## config.mk

```make
export PLATFORM = sky130hd
export DESIGN_NAME = uart_tx_frame_ctrl_flat
export DESIGN_NICKNAME = d
export VERILOG_FILES = /design/src/rtl/uart_tx_frame_ctrl_if.sv /design/src/rtl/uart_tx_frame_ctrl.sv /design/src/flat_wrapper.sv
export SDC_FILE = /design/constraint.sdc
export NUM_CORES = 1
export LEC_CHECK = 0
export CAP_MARGIN = 40
export CORE_MARGIN = 1.5
export CORE_UTILIZATION = 40
export DETAILED_ROUTE_END_ITERATION = 6
export PLACE_DENSITY = 0.73
export SLEW_MARGIN = 20
export SYNTH_ARGS = -nofsm -noshare
export SYNTH_HDL_FRONTEND = slang
export SYNTH_SLANG_ARGS = --single-unit
export TNS_END_PERCENT = 30
```

## constraint.sdc

```tcl
create_clock -name CLK -period 2.7 [get_ports CLK]
set_input_delay 0.405 -clock CLK [delete_from_list [all_inputs] [get_ports CLK]]
set_output_delay 0.405 -clock CLK [all_outputs]
set_load 0.005 [all_outputs]
```

## src/rtl/uart_tx_frame_ctrl_if.sv

```systemverilog
// Signal bundle between a UART_TX frame source and uart_tx_frame_ctrl: parallel request,
// frame options, parity-calculator loop and the serial line with its Busy flag.
interface uart_tx_frame_ctrl_if #(
    parameter int DATA_WIDTH = 8
);
    logic [DATA_WIDTH-1:0] P_DATA;
    logic                  Data_Valid;
    logic                  PAR_EN;
    logic                  PAR_TYP;
    logic                  par_bit;
    logic [DATA_WIDTH-1:0] lat_data;
    logic                  lat_par_typ;
    logic                  TX_OUT;
    logic                  Busy;

    // par_bit is produced by the external parity calculator; it sits on the master side
    // together with the other signals the controller consumes.
    modport master (
        output P_DATA, Data_Valid, PAR_EN, PAR_TYP, par_bit,
        input  lat_data, lat_par_typ, TX_OUT, Busy
    );

    modport slave (
        input  P_DATA, Data_Valid, PAR_EN, PAR_TYP, par_bit,
        output lat_data, lat_par_typ, TX_OUT, Busy
    );
endinterface

```

## src/rtl/uart_tx_frame_ctrl.sv

```systemverilog
// UART transmit frame controller: latches a byte, serialises START/DATA/[PARITY]/STOP at one bit
// per CLK. Define UART_TX_TWO_STOP_EN to append a second stop bit (STOP2).
module uart_tx_frame_ctrl #(
    parameter int DATA_WIDTH = 8
) (
    input  logic                  CLK,
    input  logic                  RST,
    uart_tx_frame_ctrl_if.slave   bus
);

    localparam int CNT_W = (DATA_WIDTH > 1) ? $clog2(DATA_WIDTH) : 1;
    localparam logic [CNT_W-1:0] CNT_LAST = CNT_W'(DATA_WIDTH - 1);

`ifdef UART_TX_TWO_STOP_EN
    typedef enum logic [2:0] {IDLE, START, DATA, PARITY, STOP, STOP2} state_t;
`else
    typedef enum logic [2:0] {IDLE, START, DATA, PARITY, STOP} state_t;
`endif

    state_t                state;
    state_t                next_state;
    logic [CNT_W-1:0]      cnt;
    logic [CNT_W-1:0]      cnt_next;
    logic [DATA_WIDTH-1:0] lat_data_q;
    logic                  lat_par_typ_q;
    logic                  lat_par_en_q;
    logic                  tx_d;
    logic                  busy_d;
    logic                  tx_q;
    logic                  busy_q;
    logic                  accept;

    assign accept = (state == IDLE) && bus.Data_Valid;

    // NOTE: registers take <= so every flop samples the pre-edge value of the others.
    always_ff @(posedge CLK or posedge RST) begin
        if (RST) begin
            state <= IDLE;
        end else begin
            state <= next_state;
        end
    end

    // NOTE: defaults first in every always_comb; a path that leaves a signal unassigned infers a latch.
    always_comb begin
        next_state = state;
        unique case (state)
            IDLE:    if (bus.Data_Valid) next_state = START;
            START:   next_state = DATA;
            DATA:    if (cnt == CNT_LAST) next_state = lat_par_en_q ? PARITY : STOP;
            PARITY:  next_state = STOP;
`ifdef UART_TX_TWO_STOP_EN
            STOP:    next_state = STOP2;
            STOP2:   next_state = IDLE;
`else
            STOP:    next_state = IDLE;
`endif
            default: next_state = IDLE;
        endcase
    end

    // Outputs are decoded from the upcoming state so TX_OUT/Busy can be registered
    // without adding a cycle of latency behind the state register.
    always_comb begin
        cnt_next = '0;
        tx_d     = 1'b1;
        busy_d   = 1'b1;
        if (state == DATA && cnt != CNT_LAST) begin
            cnt_next = cnt + 1'b1;
        end
        case (next_state)
            IDLE:    busy_d = 1'b0;
            START:   tx_d   = 1'b0;
            DATA:    tx_d   = lat_data_q[cnt_next];
            PARITY:  tx_d   = bus.par_bit;
            STOP:    tx_d   = 1'b1;
`ifdef UART_TX_TWO_STOP_EN
            STOP2:   tx_d   = 1'b1;
`endif
            default: busy_d = 1'b0;
        endcase
    end

    // Latched frame options stay put until the next acceptance so par_bit remains valid.
    always_ff @(posedge CLK or posedge RST) begin
        if (RST) begin
            lat_data_q    <= '0;
            lat_par_typ_q <= 1'b0;
            lat_par_en_q  <= 1'b0;
            cnt           <= '0;
            tx_q          <= 1'b1;
            busy_q        <= 1'b0;
        end else begin
            if (accept) begin
                lat_data_q    <= bus.P_DATA;
                lat_par_typ_q <= bus.PAR_TYP;
                lat_par_en_q  <= bus.PAR_EN;
            end
            cnt    <= cnt_next;
            tx_q   <= tx_d;
            busy_q <= busy_d;
        end
    end

    assign bus.lat_data    = lat_data_q;
    assign bus.lat_par_typ = lat_par_typ_q;
    assign bus.TX_OUT      = tx_q;
    assign bus.Busy        = busy_q;

endmodule

```

## src/flat_wrapper.sv

```systemverilog
// flat-port wrapper written by rule: the top's interface ports become plain ports
module uart_tx_frame_ctrl_flat 
#(
    parameter int DATA_WIDTH = 8
)
  (CLK, RST, bus_P_DATA, bus_Data_Valid, bus_PAR_EN, bus_PAR_TYP, bus_par_bit, bus_lat_data, bus_lat_par_typ, bus_TX_OUT, bus_Busy);
  uart_tx_frame_ctrl_if #(.DATA_WIDTH(DATA_WIDTH)) bus_i ();
  input  logic CLK;
  input  logic RST;
  input wire logic [$bits(bus_i.P_DATA)-1:0] bus_P_DATA;
  input wire logic [$bits(bus_i.Data_Valid)-1:0] bus_Data_Valid;
  input wire logic [$bits(bus_i.PAR_EN)-1:0] bus_PAR_EN;
  input wire logic [$bits(bus_i.PAR_TYP)-1:0] bus_PAR_TYP;
  input wire logic [$bits(bus_i.par_bit)-1:0] bus_par_bit;
  output wire logic [$bits(bus_i.lat_data)-1:0] bus_lat_data;
  output wire logic [$bits(bus_i.lat_par_typ)-1:0] bus_lat_par_typ;
  output wire logic [$bits(bus_i.TX_OUT)-1:0] bus_TX_OUT;
  output wire logic [$bits(bus_i.Busy)-1:0] bus_Busy;
  assign bus_i.P_DATA = bus_P_DATA;
  assign bus_i.Data_Valid = bus_Data_Valid;
  assign bus_i.PAR_EN = bus_PAR_EN;
  assign bus_i.PAR_TYP = bus_PAR_TYP;
  assign bus_i.par_bit = bus_par_bit;
  assign bus_lat_data = bus_i.lat_data;
  assign bus_lat_par_typ = bus_i.lat_par_typ;
  assign bus_TX_OUT = bus_i.TX_OUT;
  assign bus_Busy = bus_i.Busy;
  uart_tx_frame_ctrl #(.DATA_WIDTH(DATA_WIDTH)) u_core (.CLK(CLK), .RST(RST), .bus(bus_i));
endmodule
```

==> results.toml <==
[setup_path]
cp-end-kind = "register"
worstSetupPathType = "register to register"
setup.worst_path.start_class = "register"
critPathRequiredTime_ns = 2.92
cp_max_fo = 6
arrival_ns = 2.21

[detailed_routing]
postRouteAntennaNets = 0
detail_route.wl_per_cell_um = 11.8
drc = 0
wl_um = 1400
num_vias = 580
first_pass_iters = 4
dr.first_iter.drc_count = 7
vias_per_cell = 4.92

[floorplanning]
fp-row-count = 16
die-area_um2 = 2460
die_w_um = 49.6
core_area_um2 = 2000
start_util_pct = 43.4
io-pin-count = 25
die_h_um = 49.6

[clock_network]
cts_buffer_depth = 2
cts_sinks = 18
cts_setup_buffers = 0
clk_latency_ns = 0.30
clockRootBuffer = "clkbuf_4"
cts_buffers = 3
postCtsHoldBufs = 0
cts_tree = "yes"
path_clk_slew_ns = 0.10
cts.repair.resized = 0
htreeDepth = 1

[final_layout]
antenna_cells = 0
area_growth_pct = 34.4
layout_commonest_cell = "clkdlybuf4s50_1"
layout-drive-gt1-share_pct = 24.2
regArea_um2 = 452
final_nets = 108
layout_common_cells = "24 x clkdlybuf4s50_1, 17 x dfrtp_1, 10 x mux2_2, 5 x inv_1, 4 x nand2b_1"
nFillCells = 173
finalNonFillerCells = 118
multi_input_area_um2 = 387

[yosys]
ys_top_cells_by_area = "dfrtp_1 49%, mux2_2 13%, dfstp_2 3.0%, ha_1 2.9%, nand2b_1 2.9%"
ys_ff_latch = 18
synth.net_count = 80
yosys_warnings = 0
yosys.area.top_type = "dfrtp_1"
seq_area_frac_synth_pct = 52.0
netlist_instances = 64
synth.distinct_cells = 26
netlist_area_um2 = 868
synth_top_area_share_pct = 49.0
syn_area_per_cell_um2 = 13.6

[sta]
fin_crit_sh_pct = 73.8
hold_viol_final = 0
relSlewSlack_pct = 57.0
timing.final.crit_period_ns = 1.99
finClkSkew_ns = 0.00238
tightest_slew_ns = 0.644
rsz0062_at_grt = "no"
fmax_ghz = 0.502
slew_viol_final = 0
setup_viol = 0
setup_tns_ns = 0

[global_route]
grt_pass1_wl_um = 2590
grt_pass1_vias = 617
antenna_found_initial = 0
grtUsageTotal_pct = 14.1
grt_max_degree = 19
global_route.overflow_total = 0

[power_and_ir_drop]
irDropWorstVdd_uv = 533
power_uw = 1250
powerDensity_nw_per_um2 = 1070
leakagePower_uw = 0.000485

[hold_path]
hp-class = "primary input to async pin"

[placement]
gp_congestion = 0.717
hpwl_um = 1080
dpl.cell_count = 114
portBuffers = 24

[status]
status = "finished clean"

[job]
drv_cap = 0
[synth_stat cells (all sizes together)]
cell     number
and2b         2
mux2         10
a21oi         2
buf           1
o22a          1
ha            2
a31oi         1
mux2i         1
a211oi        1
inv           5
dfstp         1
o21bai        1
and2          2
nand3         1
nand4bb       1
a22oi         1
or2           1
nor2          2
nor2b         2
nor3          1
o211a         1
o311ai        1
nand2b        4
dfrtp        17
mux4          1
nor4b         1
[worst paths after layout]
| path | from | to | slack, ns | cells past startpoint |
|---|---|---|---|---|
| max reg2reg | u_core.cnt[0] | u_core.bus.TX_OUT | 0.71 | 6 |
| min | RST | u_core.bus.lat_data[3] | 0.48 | 2 |
| max in group asynchronous | RST | u_core.state[0] | 1.81 | 2 |
| min in group CLK | u_core.bus.lat_par_typ | u_core.bus.lat_par_typ | 0.52 | 1 |
| max | u_core.cnt[0] | u_core.bus.TX_OUT | 0.71 | 6 |
| min reg2reg | u_core.bus.lat_par_typ | u_core.bus.lat_par_typ | 0.52 | 1 |
[report_power, final]
part | internal [uW] | switching (uW) | leakage, uW
clock network | 82.3 | 85.9 | 0.0000210
registers | 396 | 110 | 0.000219
logic | 390 | 190 | 0.000245
total | 868 | 386 | 0.000485
[flip-flops by register name (all words and copies together), names as in the netlist]
signal	cells
u_core.bus.lat_data	8
u_core.cnt	3
u_core.bus.Busy	1
u_core.bus.TX_OUT	1
u_core.state	3
u_core.lat_par_en_q	1
u_core.bus.lat_par_typ	1
[critical path: stages (launching register included)]
cell	delay [ns]
dfrtp_1	0.48
ha_1	0.23
ha_1	0.24
nor4b_4	0.42
a22oi_2	0.08
o22a_1	0.23
o311ai_2	0.22
[area by class of cell]
cell class,instances,share of cell area [%]
clock buffers,4,3.11
inverters,5,1.61
multi-input cells,40,33.1
flip-flops and latches,18,38.7
well taps,27,2.89
repair buffers,24,20.6
[metal layers]
| metal | vias to the layer above | GRT usage [%] | share of wire (%) |
|---|---|---|---|
| li1 | 281 | - | - |
| met1 | 273 | 16.0 | 42 |
| met2 | 21 | 23.3 | 49 |
| met3 | 5 | 4.24 | 5.3 |
| met4 | 0 | 8.33 | 2.9 |
| met5 | - | 0 | 0 |
[through the flow]
step	worst slack (ns)	util (%)	instance area [um^2]	hold slack, ns
after floorplan	0.887	-	868	0.343
after global routing	0.563	58.3	1170	0.552
final	0.708	58.3	1170	0.478
after detailed placement	0.705	56.5	1130	0.499
after global placement	0.730	56.5	1130	0.497
after CTS	0.679	58.3	1170	0.495
[kinds of logic after synthesis]
logic type | share of synthesized area, %
flip-flops | 52.0
AND/OR/NAND/NOR | 15.8
multiplexers | 16.7
AO/OA/AOI/OAI | 9.08
buffers and inverters | 3.46
adder cells (fa/ha/maj) | 2.88
Note: power is estimated with default switching activity, not from simulation.
